<file path="src/rtl/vend_pkg.sv">
// Shared types and constants for the newspaper vending transaction controller.
package vend_pkg;

  typedef enum logic [1:0] {
    IDLE     = 2'd0,
    COLLECT  = 2'd1,
    DISPENSE = 2'd2,
    CHANGE   = 2'd3
  } state_t;

  localparam logic [1:0] COIN_NONE = 2'b00;
  localparam logic [1:0] COIN_5    = 2'b01;
  localparam logic [1:0] COIN_10   = 2'b10;

  localparam int COIN_UNIT = 5;

endpackage

</file>
<file path="src/rtl/vend_timer.sv">
// Loadable down-counter shared by the coin-inactivity and dispense-ack timeouts.
module vend_timer #(
  parameter int LOAD_VAL = 1000,
  parameter int TW       = $clog2(LOAD_VAL + 1)
) (
  input  logic clk,
  input  logic rst,
  input  logic load,
  input  logic en,
  output logic expired
);

  logic [TW-1:0] cnt;

  always_ff @(posedge clk or negedge rst) begin
    if (!rst) begin
      cnt <= '0;
    end else if (load) begin
      cnt <= TW'(LOAD_VAL);
    end else if (en && cnt != '0) begin
      cnt <= cnt - 1'b1;
    end
  end

  // Terminal count fires on the edge that would take the count from 1 to 0.
  assign expired = en && !load && (cnt == TW'(1));

endmodule

</file>
<file path="src/rtl/vend_sequencer.sv">
// Vending transaction controller: coin collection, dispense handshake, change payout.
//
// state    | meaning
// ---------+-----------------------------------------------------------
// IDLE     | no credit, waiting for the first coin
// COLLECT  | partial credit, accepting coins, inactivity timer running
// DISPENSE | disp_req held, waiting for disp_ack or ack timeout
// CHANGE   | chg_req held, paying out credit in 5-point coins
module vend_sequencer
  import vend_pkg::*;
#(
  parameter int PRICE       = 15,
  parameter int TIMEOUT_CYC = 1000,
  parameter int CW          = $clog2(PRICE + 6)
) (
  input  logic          clk,
  input  logic          rst,
  input  logic [1:0]    coin,
  input  logic          coin_valid,
  input  logic          cancel,
  input  logic          disp_ack,
  input  logic          chg_ack,
  output logic          coin_accept,
  output logic          coin_reject,
  output logic          disp_req,
  output logic          chg_req,
  output logic [CW-1:0] credit,
  output logic          busy,
  output logic          disp_err,
  output logic [15:0]   vend_count
);

  localparam logic [CW-1:0] C_PRICE = CW'(PRICE);
  localparam logic [CW-1:0] C_UNIT  = CW'(COIN_UNIT);

  state_t        state, state_nxt;
  logic          take;
  logic [CW-1:0] coin_val, credit_add, credit_left;
  logic          tmr_en, tmr_exp;

  always_comb begin
    take = coin_valid && (coin == COIN_5 || coin == COIN_10) &&
           (state == IDLE || (state == COLLECT && !cancel));
    coin_val    = (coin == COIN_10) ? CW'(2 * COIN_UNIT) : C_UNIT;
    credit_add  = credit + coin_val;
    credit_left = credit - C_PRICE;
    tmr_en      = (state == COLLECT) || (state == DISPENSE);
    state_nxt   = state;
    case (state)
      IDLE:
        if (take) state_nxt = (credit_add >= C_PRICE) ? DISPENSE : COLLECT;
      COLLECT:
        if (cancel)       state_nxt = CHANGE;
        else if (take)    state_nxt = (credit_add >= C_PRICE) ? DISPENSE : COLLECT;
        else if (tmr_exp) state_nxt = CHANGE;
      DISPENSE:
        if (disp_ack)     state_nxt = (credit_left != '0) ? CHANGE : IDLE;
        else if (tmr_exp) state_nxt = CHANGE;
      CHANGE:
        if (chg_ack && credit <= C_UNIT) state_nxt = IDLE;
      default: state_nxt = IDLE;
    endcase
  end

  // Every accepted coin restarts the timer; this also covers the entry into DISPENSE.
  vend_timer #(.LOAD_VAL(TIMEOUT_CYC)) u_timer (
    .clk     (clk),
    .rst     (rst),
    .load    (take),
    .en      (tmr_en),
    .expired (tmr_exp)
  );

  always_ff @(posedge clk or negedge rst) begin
    if (!rst) begin
      state       <= IDLE;
      coin_accept <= 1'b0;
      coin_reject <= 1'b0;
      disp_req    <= 1'b0;
      chg_req     <= 1'b0;
      credit      <= '0;
      busy        <= 1'b0;
      disp_err    <= 1'b0;
      vend_count  <= '0;
    end else begin
      state       <= state_nxt;
      coin_accept <= (state_nxt == IDLE) || (state_nxt == COLLECT);
      busy        <= (state_nxt != IDLE);
      disp_req    <= (state_nxt == DISPENSE);
      chg_req     <= (state_nxt == CHANGE);
      coin_reject <= coin_valid && !take;
      disp_err    <= (state == DISPENSE) && !disp_ack && tmr_exp;
      if (take) begin
        credit <= credit_add;
      end else if (state == DISPENSE && disp_ack) begin
        credit     <= credit_left;
        vend_count <= vend_count + 16'd1;
      end else if (state == CHANGE && chg_ack) begin
        credit <= credit - C_UNIT;
      end
    end
  end

  assert property (@(posedge clk) disable iff (!rst)
    (int'(credit) <= PRICE + COIN_UNIT) && ((int'(credit) % COIN_UNIT) == 0));

endmodule

</file>
<file path="config.mk">
export PLATFORM = sky130hd
export DESIGN_NAME = vend_sequencer
export DESIGN_NICKNAME = d
export VERILOG_FILES = /design/src/rtl/vend_pkg.sv /design/src/rtl/vend_timer.sv /design/src/rtl/vend_sequencer.sv
export SDC_FILE = /design/constraint.sdc
export NUM_CORES = 1
export LEC_CHECK = 0
export ABC_CLOCK_PERIOD_IN_PS = 2700
export BUFFER_PORTS_ARGS = -buffer_cell sky130_fd_sc_hd__buf_4
export CAP_MARGIN = 10
export CORE_ASPECT_RATIO = 0.5
export CORE_MARGIN = 4
export CORE_UTILIZATION = 45
export CTS_BUF_LIST = sky130_fd_sc_hd__clkbuf_8
export CTS_CLUSTER_SIZE = 25
export DETAILED_ROUTE_END_ITERATION = 10
export GPL_ROUTABILITY_DRIVEN = 0
export PLACE_DENSITY = 0.68
export SLEW_MARGIN = 10
export SYNTH_ARGS = -nofsm -noshare
export SYNTH_HDL_FRONTEND = slang
export SYNTH_SLANG_ARGS = --single-unit
</file>
<file path="constraint.sdc">
create_clock -name clk -period 2.7 [get_ports clk]
set_input_delay 0.81 -clock clk [delete_from_list [all_inputs] [get_ports clk]]
set_output_delay 0.81 -clock clk [all_outputs]
set_load 0.02 [all_outputs]
</file>
==> impl_metrics.ini, run 1 <==
[outcome]
status = finished with violations
failed_checks = negative setup slack

[sta]
setup-violations-final = 2
relSlewSlack = 0.666
drv_slew = 0
rsz0062_at_grt = yes
finalCriticalPeriod_ns = 2.74
worst_hold_slack_ns = 0.480
max_freq_mhz = 365
worstMarginPinSlew_ns = 0.501
finalHoldViolCount = 0
min_period_over_period = 1.01
fin_skew_ns = 0.00627
finalWorstSetupSlack_ns = -0.0380

[drt]
wl_per_cell_um = 13.8
drc = 0
firstDrtPassIters = 4
wl_um = 5010
dr.first_iter.drc_count = 64
viasPerCell = 5.10
dr_total_vias = 1853
ant_nets = 0

[cells_and_area]
nets = 316
drive_gt1_frac = 0.311
n_fill_cell = 439
final_util = 0.606
area_delta_synth_final_pct = 29.8
antenna_cells = 0
final_cell_count_no_fill = 363
multi_input_area_um2 = 1350
regArea_um2 = 976

[cts]
cts_buffers = 5
clk_latency_ns = 0.29
clk_path_buf_depth = 2
cts-root-buf = clkbuf_8
htreeDepth = 2
clkSinkCount = 39
path_clk_slew_ns = 0.08
cts_tree = built

[power_and_ir_drop]
leakage_nw = 1.37
p_per_area_nw_per_um2 = 1020
ir_drop_mv = 0.450
power_w = 0.00308

[global_route]
grt_max_degree = 40
grt_pass1_vias = 1891
grt_overflow_total = 0
grt_antenna_before_repair = 0
grt_pass1_wl_um = 8800
grt_usage = 0.176

[critical_path]
critPathSlowestCell = o41ai_4
crit_fanout = 5
crit_path_end_kind = register
criticalPathCategory = primary input to register
path_common_cell = ha_4
critPathRequiredTime_ns = 2.88
critPathTopFamily = compound AO/OA/AOI/OAI gates
max_stage_delay_ns = 0.32
cp_cell_sequence = buf_8, inv_12, ha_4, inv_4, ha_4, ha_4, a21oi_4, xor2_2, nor3_2, mux2_4, o41ai_4, a22oi_2, or2_1
start_kind = primary input
crit_arrival_ns = 2.92
crit_buf_inv = 3

[floorplanning]
die_h_um = 58.7
fp.dieW_um = 109
rows = 18
core-area_um2 = 4950
start_util = 0.466
io_pins = 35
floorplan.die_area_um2 = 6420

[synth]
synth_cell_types = 43
yosys_most_used_dff = dfrtp_1
synth_seq_cells = 39
synthArstFlopShare = 1.00
synth.yosys.seq_area_share = 0.422
syn_area_um2 = 2310
synthCells = 231
ys_warn_count = 0
synth-edff-count = 0
syn_area_per_cell_um2 = 10.0
syn_nets = 255

[placed_design]
hpwlAfterDp_um = 3890
io_buffers = 34
placed_cells = 355

[min_path]
hp-class = register to register

[run]
cap_viol_max_count = 0
-- cells in the mapped netlist (4+ instances only) --
cell type	instances	area, µm²
dfrtp_1	39	976
nand2_1	26	97.6
xnor2_1	23	201
nor2_1	20	75.1
ha_1	16	200
a21oi_1	14	70.1
inv_1	13	48.8
xor2_1	8	70.1
nor3_1	7	35.0
o21ai_0	7	35.0
nand3_1	6	30.0
nand4_1	4	25.0
nor2b_1	4	25.0
-- stage by stage --
stage / area (µm²) / TNS, ns / worst slack [ns]
2_1_floorplan: 2380 / -0.215 / -0.132
3_3_place_gp: 2880 / -1.92 / -0.341
3_5_place_dp: 2880 / -2.97 / -0.465
4_1_cts: 2990 / -0.0148 / -0.0148
5_1_grt: 3000 / -0.461 / -0.169
6_report: 3000 / -0.0434 / -0.0380
-- where the power goes --
group | switching (W) | internal (W) | total [W]
Sequential | 0.000192 | 0.000755 | 0.000947
Clock | 0.000205 | 0.000177 | 0.000381
Combinational | 0.000915 | 0.000831 | 0.00175
Total | 0.00131 | 0.00176 | 0.00308
-- cells in the final DEF, fill, tap and decap left out, types with 2 or more instances in the layout --
master    Yosys  final
xnor2_1      23     22
nand4_1       4      4
a21oi_1      14     13
xor2_1        8      7
nor2_1       20     20
nand3_1       6      6
a21oi_4       1      2
and2_1        3      3
ha_4          0      4
ha_1         16     12
nor2b_1       4      4
buf_4         0     57
o21ai_1       3      3
dfrtp_1      39     39
o41ai_4       2      2
inv_1        13     11
nand2_1      26     26
nor4_1        3      3
nand2b_1      3      3
o41ai_1       2      2
and4b_1       2      2
clkbuf_8      0      5
o21ai_0       7      7
nor3_1        7      6
mux2_4        2      2
-- logic make-up (layout without fill, tap and decap cells) --
logic type                 Yosys count  count (layout)  share of synthesized area
DFF                                 39              39                      0.422
AOI/OAI and AO/OA                   39              39                      0.129
xor gates and xnor gates            31              31                      0.117
buffers and inverters               17              79                     0.0309
muxes                                3               3                     0.0179
adders and majority gates           16              16                     0.0866
and+or+nand+nor                     86              86                      0.196
-- sequential cells by signal, summed over array words and instances (netlist names), 2 cells and up --
register,flops
credit,5
state,2
vend_count,16
u_timer.cnt,10
-- area by class of cell --
cell class,instances,area share
timing repair buffer,58,0.148
clock buffer,5,0.0229
inverter,13,0.0213
tap,70,0.0292
sequential,39,0.325
multi-input combinational,175,0.448
clock inverter,3,0.00542
-- worst reg2reg max path, stage by stage, from the launching register on --
cell	delay, ns
dfrtp_1	0.41
inv_1	0.13
ha_1	0.37
or4bb_1	0.47
nor4_4	0.19
buf_4	0.17
o41ai_1	0.06
nand2b_1	0.13
o41ai_4	0.10
a22oi_2	0.26
buf_4	0.15
inv_2	0.02
-- worst paths after layout --
kind | startpoint | end | slack (ns) | depth (start not counted)
max in group asynchronous | rst | vend_count[4] | 1.86 | 1
max reg2reg | state[0] | coin_accept | 0.14 | 11
min | vend_count[15] | vend_count[15] | 0.48 | 1
min reg2reg | vend_count[15] | vend_count[15] | 0.48 | 1
min in group asynchronous | rst | vend_count[8] | 0.49 | 1
max | coin[0] | busy | -0.04 | 13
-- per-layer routing --
metal  up-vias  GRT usage  routed length [µm]
met4         0     0.0462                  55
met1       898      0.219                2270
met3         6     0.0405                 212
met2        36      0.311                2470
li1        913          -                   -
met5         -          0                   0
-- timing repair --
| action | in CTS | in global routing |
|---|---|---|
| resized for setup | 4 | 3 |
| endpoints found under the hold margin | 0 | 0 |
| pin swaps | 6 | 2 |
| endpoints found under the setup margin | 4 | 4 |
| hold buffers | 0 | 0 |
| setup buffers | 0 | 0 |
(Power assumes the default switching activity.)
==> run 2, diff against run 1 <==
--- a/config.mk
+++ b/config.mk
@@ -6,7 +6,7 @@
 export NUM_CORES = 1
 export LEC_CHECK = 0
 export ABC_CLOCK_PERIOD_IN_PS = 2700
-export BUFFER_PORTS_ARGS = -buffer_cell sky130_fd_sc_hd__buf_4
+export BUFFER_PORTS_ARGS = -buffer_cell sky130_fd_sc_hd__buf_2
 export CAP_MARGIN = 10
 export CORE_ASPECT_RATIO = 0.5
 export CORE_MARGIN = 4
@@ -16,7 +16,7 @@
 export DETAILED_ROUTE_END_ITERATION = 10
 export GPL_ROUTABILITY_DRIVEN = 0
 export PLACE_DENSITY = 0.68
-export SLEW_MARGIN = 10
+export SLEW_MARGIN = 20
 export SYNTH_ARGS = -nofsm -noshare
 export SYNTH_HDL_FRONTEND = slang
 export SYNTH_SLANG_ARGS = --single-unit
==> run 2 against run 1 <==
  * The flow still finishes with violations (negative setup slack)
  * Hold slack got worse by 0.016 ns
  * Sequential share of layout area rose by 0.74 points
  * Via count rose by 0.76%
  * Maximum frequency rose by 0.37%
  * Die area did not move
  * Cell area fell by 2.2%
  * Clock-buffer cell count did not move
  * Non-clock buffer count rose by 2
  * First-iteration DRC count rose by 25%
  * Sequential cell count did not move
  * Final cell count rose by 0.55%
  * Highest routed layer unchanged
==> impl_metrics.ini, run 2 (synthesized netlist as in run 1, its figures left out) <==
[outcome]
status = finished with violations
failed_checks = negative setup slack

[cells_and_area]
final_common_cell = dfrtp_1
final_cell_mix = dfrtp_1, buf_2, nand2_1, buf_4, xnor2_1
antenna_cells = 0
area_delta_synth_final_pct = 27.0
final_cell_count_no_fill = 365
top_register = vend_count
n_fill_cell = 454
nets = 318
reg_top3 = vend_count (16), u_timer.cnt (10), credit (5)
largest_reg_flops = 16
multi_input_area_um2 = 1350
regArea_um2 = 976
drive_gt1_frac = 0.312

[cts]
clk_latency_ns = 0.29
clkSinkCount = 39
cts_hold_buf = 0
path_clk_slew_ns = 0.08
cts_buffers = 5
htreeDepth = 2
cts_tree = built
cts-root-buf = clkbuf_8
clk_path_buf_depth = 2

[critical_path]
path_common_cell = ha_4
start_kind = primary input
crit_path_end_kind = register
crit_start = coin[0]
cp_cell_sequence = buf_8, inv_12, ha_4, inv_4, ha_4, ha_4, a21oi_4, xor2_2, nor3_1, mux2_4, o41ai_4, a22oi_2, or2_1
max_stage_delay_ns = 0.30
criticalPathCategory = primary input to register
critPathTopFamily = compound AO/OA/AOI/OAI gates
crit_buf_inv = 3
timing.rr.start = state[0]
crit_arrival_ns = 2.91
critPathRequiredTime_ns = 2.88
critPathSlowestCell = mux2_4
crit_fanout = 5

[power_and_ir_drop]
p_per_area_nw_per_um2 = 1040
p_seq_frac = 0.309
p_comb_frac = 0.564
ir_drop_mv = 0.424
p_int_w = 0.00173
leakage_nw = 1.37
swShare = 0.436
p_clk_frac = 0.126
switchingPower_w = 0.00133

[drt]
ant_nets = 0
dr.first_iter.drc_count = 80
firstDrtPassIters = 4
wl_um = 5170
drc = 0
wl_per_cell_um = 14.2
dr_total_vias = 1867
viasPerCell = 5.12

[sta]
finalCriticalPeriod_ns = 2.73
drv_slew = 0
finalWorstSetupSlack_ns = -0.0278
relSlewSlack = 0.413
rsz0062_at_grt = yes
min_period_over_period = 1.01
finalHoldViolCount = 0
worst_hold_slack_ns = 0.464
max_freq_mhz = 367
setup-violations-final = 2
fin_skew_ns = 0.00603
worstMarginPinSlew_ns = 0.881

[global_route]
grt_max_degree = 40
grt_antenna_before_repair = 0
grt_usage = 0.172
grt_pass1_wl_um = 8690
grt_pass1_vias = 1876
grt_overflow_total = 0

[min_path]
hp-class = register to register
hp-start = vend_count[15]

[run]
cap_viol_max_count = 0

[floorplanning]
die_h_um = 58.7
fp.dieW_um = 109
floorplan.die_area_um2 = 6420
core-area_um2 = 4950
rows = 18
io_pins = 35
start_util = 0.466

[placed_design]
io_buffers = 34
hpwlAfterDp_um = 3960
placed_cells = 356
-- run 2: cell types whose count changed in the layout (fill, tap and decap cells not counted), sizes merged --
cell | previous run | this run
buf | 58 | 60
-- run 2: power groups by stage --
| stage | combinational [W] | clock, W | sequential [W] |
|---|---|---|---|
| after global placement | 0.00161 | 0 | 0.000942 |
| after CTS | 0.00169 | 0.000397 | 0.000939 |
| after global routing | 0.00191 | 0.000424 | 0.000964 |
| after detailed placement | 0.00166 | 0 | 0.000948 |
| after floorplan | 0.00105 | 0 | 0.00105 |
| final | 0.00173 | 0.000386 | 0.000946 |
-- run 2: layout make-up --
cell class / count / share of cell area
multi-input combinational: 175 / 0.459
sequential: 39 / 0.333
timing repair buffer: 60 / 0.128
tap: 70 / 0.0299
clock buffer: 5 / 0.0235
inverter: 13 / 0.0217
clock inverter: 3 / 0.00554
-- run 2: what timing repair did --
| action | in CTS | in global routing |
|---|---|---|
| pin swaps | 6 | 3 |
| gates resized for setup | 3 | 4 |
| endpoints found under the hold margin | 0 | 0 |
| buffers inserted | 1 | 0 |
| endpoints found under the setup margin | 4 | 4 |
-- run 2: worst paths after layout --
path / to / slack [ns] / cells past startpoint
setup reg to reg: coin_accept / 0.15 / 11
max in group asynchronous: credit[3] / 1.51 / 1
setup / recovery: busy / -0.03 / 13
hold reg to reg: vend_count[15] / 0.46 / 1
min in group asynchronous: vend_count[7] / 0.62 / 1
hold / removal: vend_count[15] / 0.46 / 1
-- run 2: metal layers --
metal	GRT usage	wire length, µm	part of all wire
met5	0	0	0
met4	0.0462	65	0.013
met3	0.0493	264	0.051
met2	0.309	2550	0.49
met1	0.205	2290	0.44
-- run 2: per-stage QoR --
step | cell area [µm²] | utilization | TNS, ns | power [W] | worst slack (ns)
floorplan | 2380 | - | -0.215 | 0.00210 | -0.132
global placement | 2800 | 0.566 | -1.89 | 0.00255 | -0.374
detailed placement | 2800 | 0.566 | -2.87 | 0.00261 | -0.448
CTS | 2910 | 0.586 | -0.0263 | 0.00303 | -0.0263
global route | 2930 | 0.592 | -0.303 | 0.00330 | -0.140
finish | 2930 | 0.592 | -0.0350 | 0.00306 | -0.0278
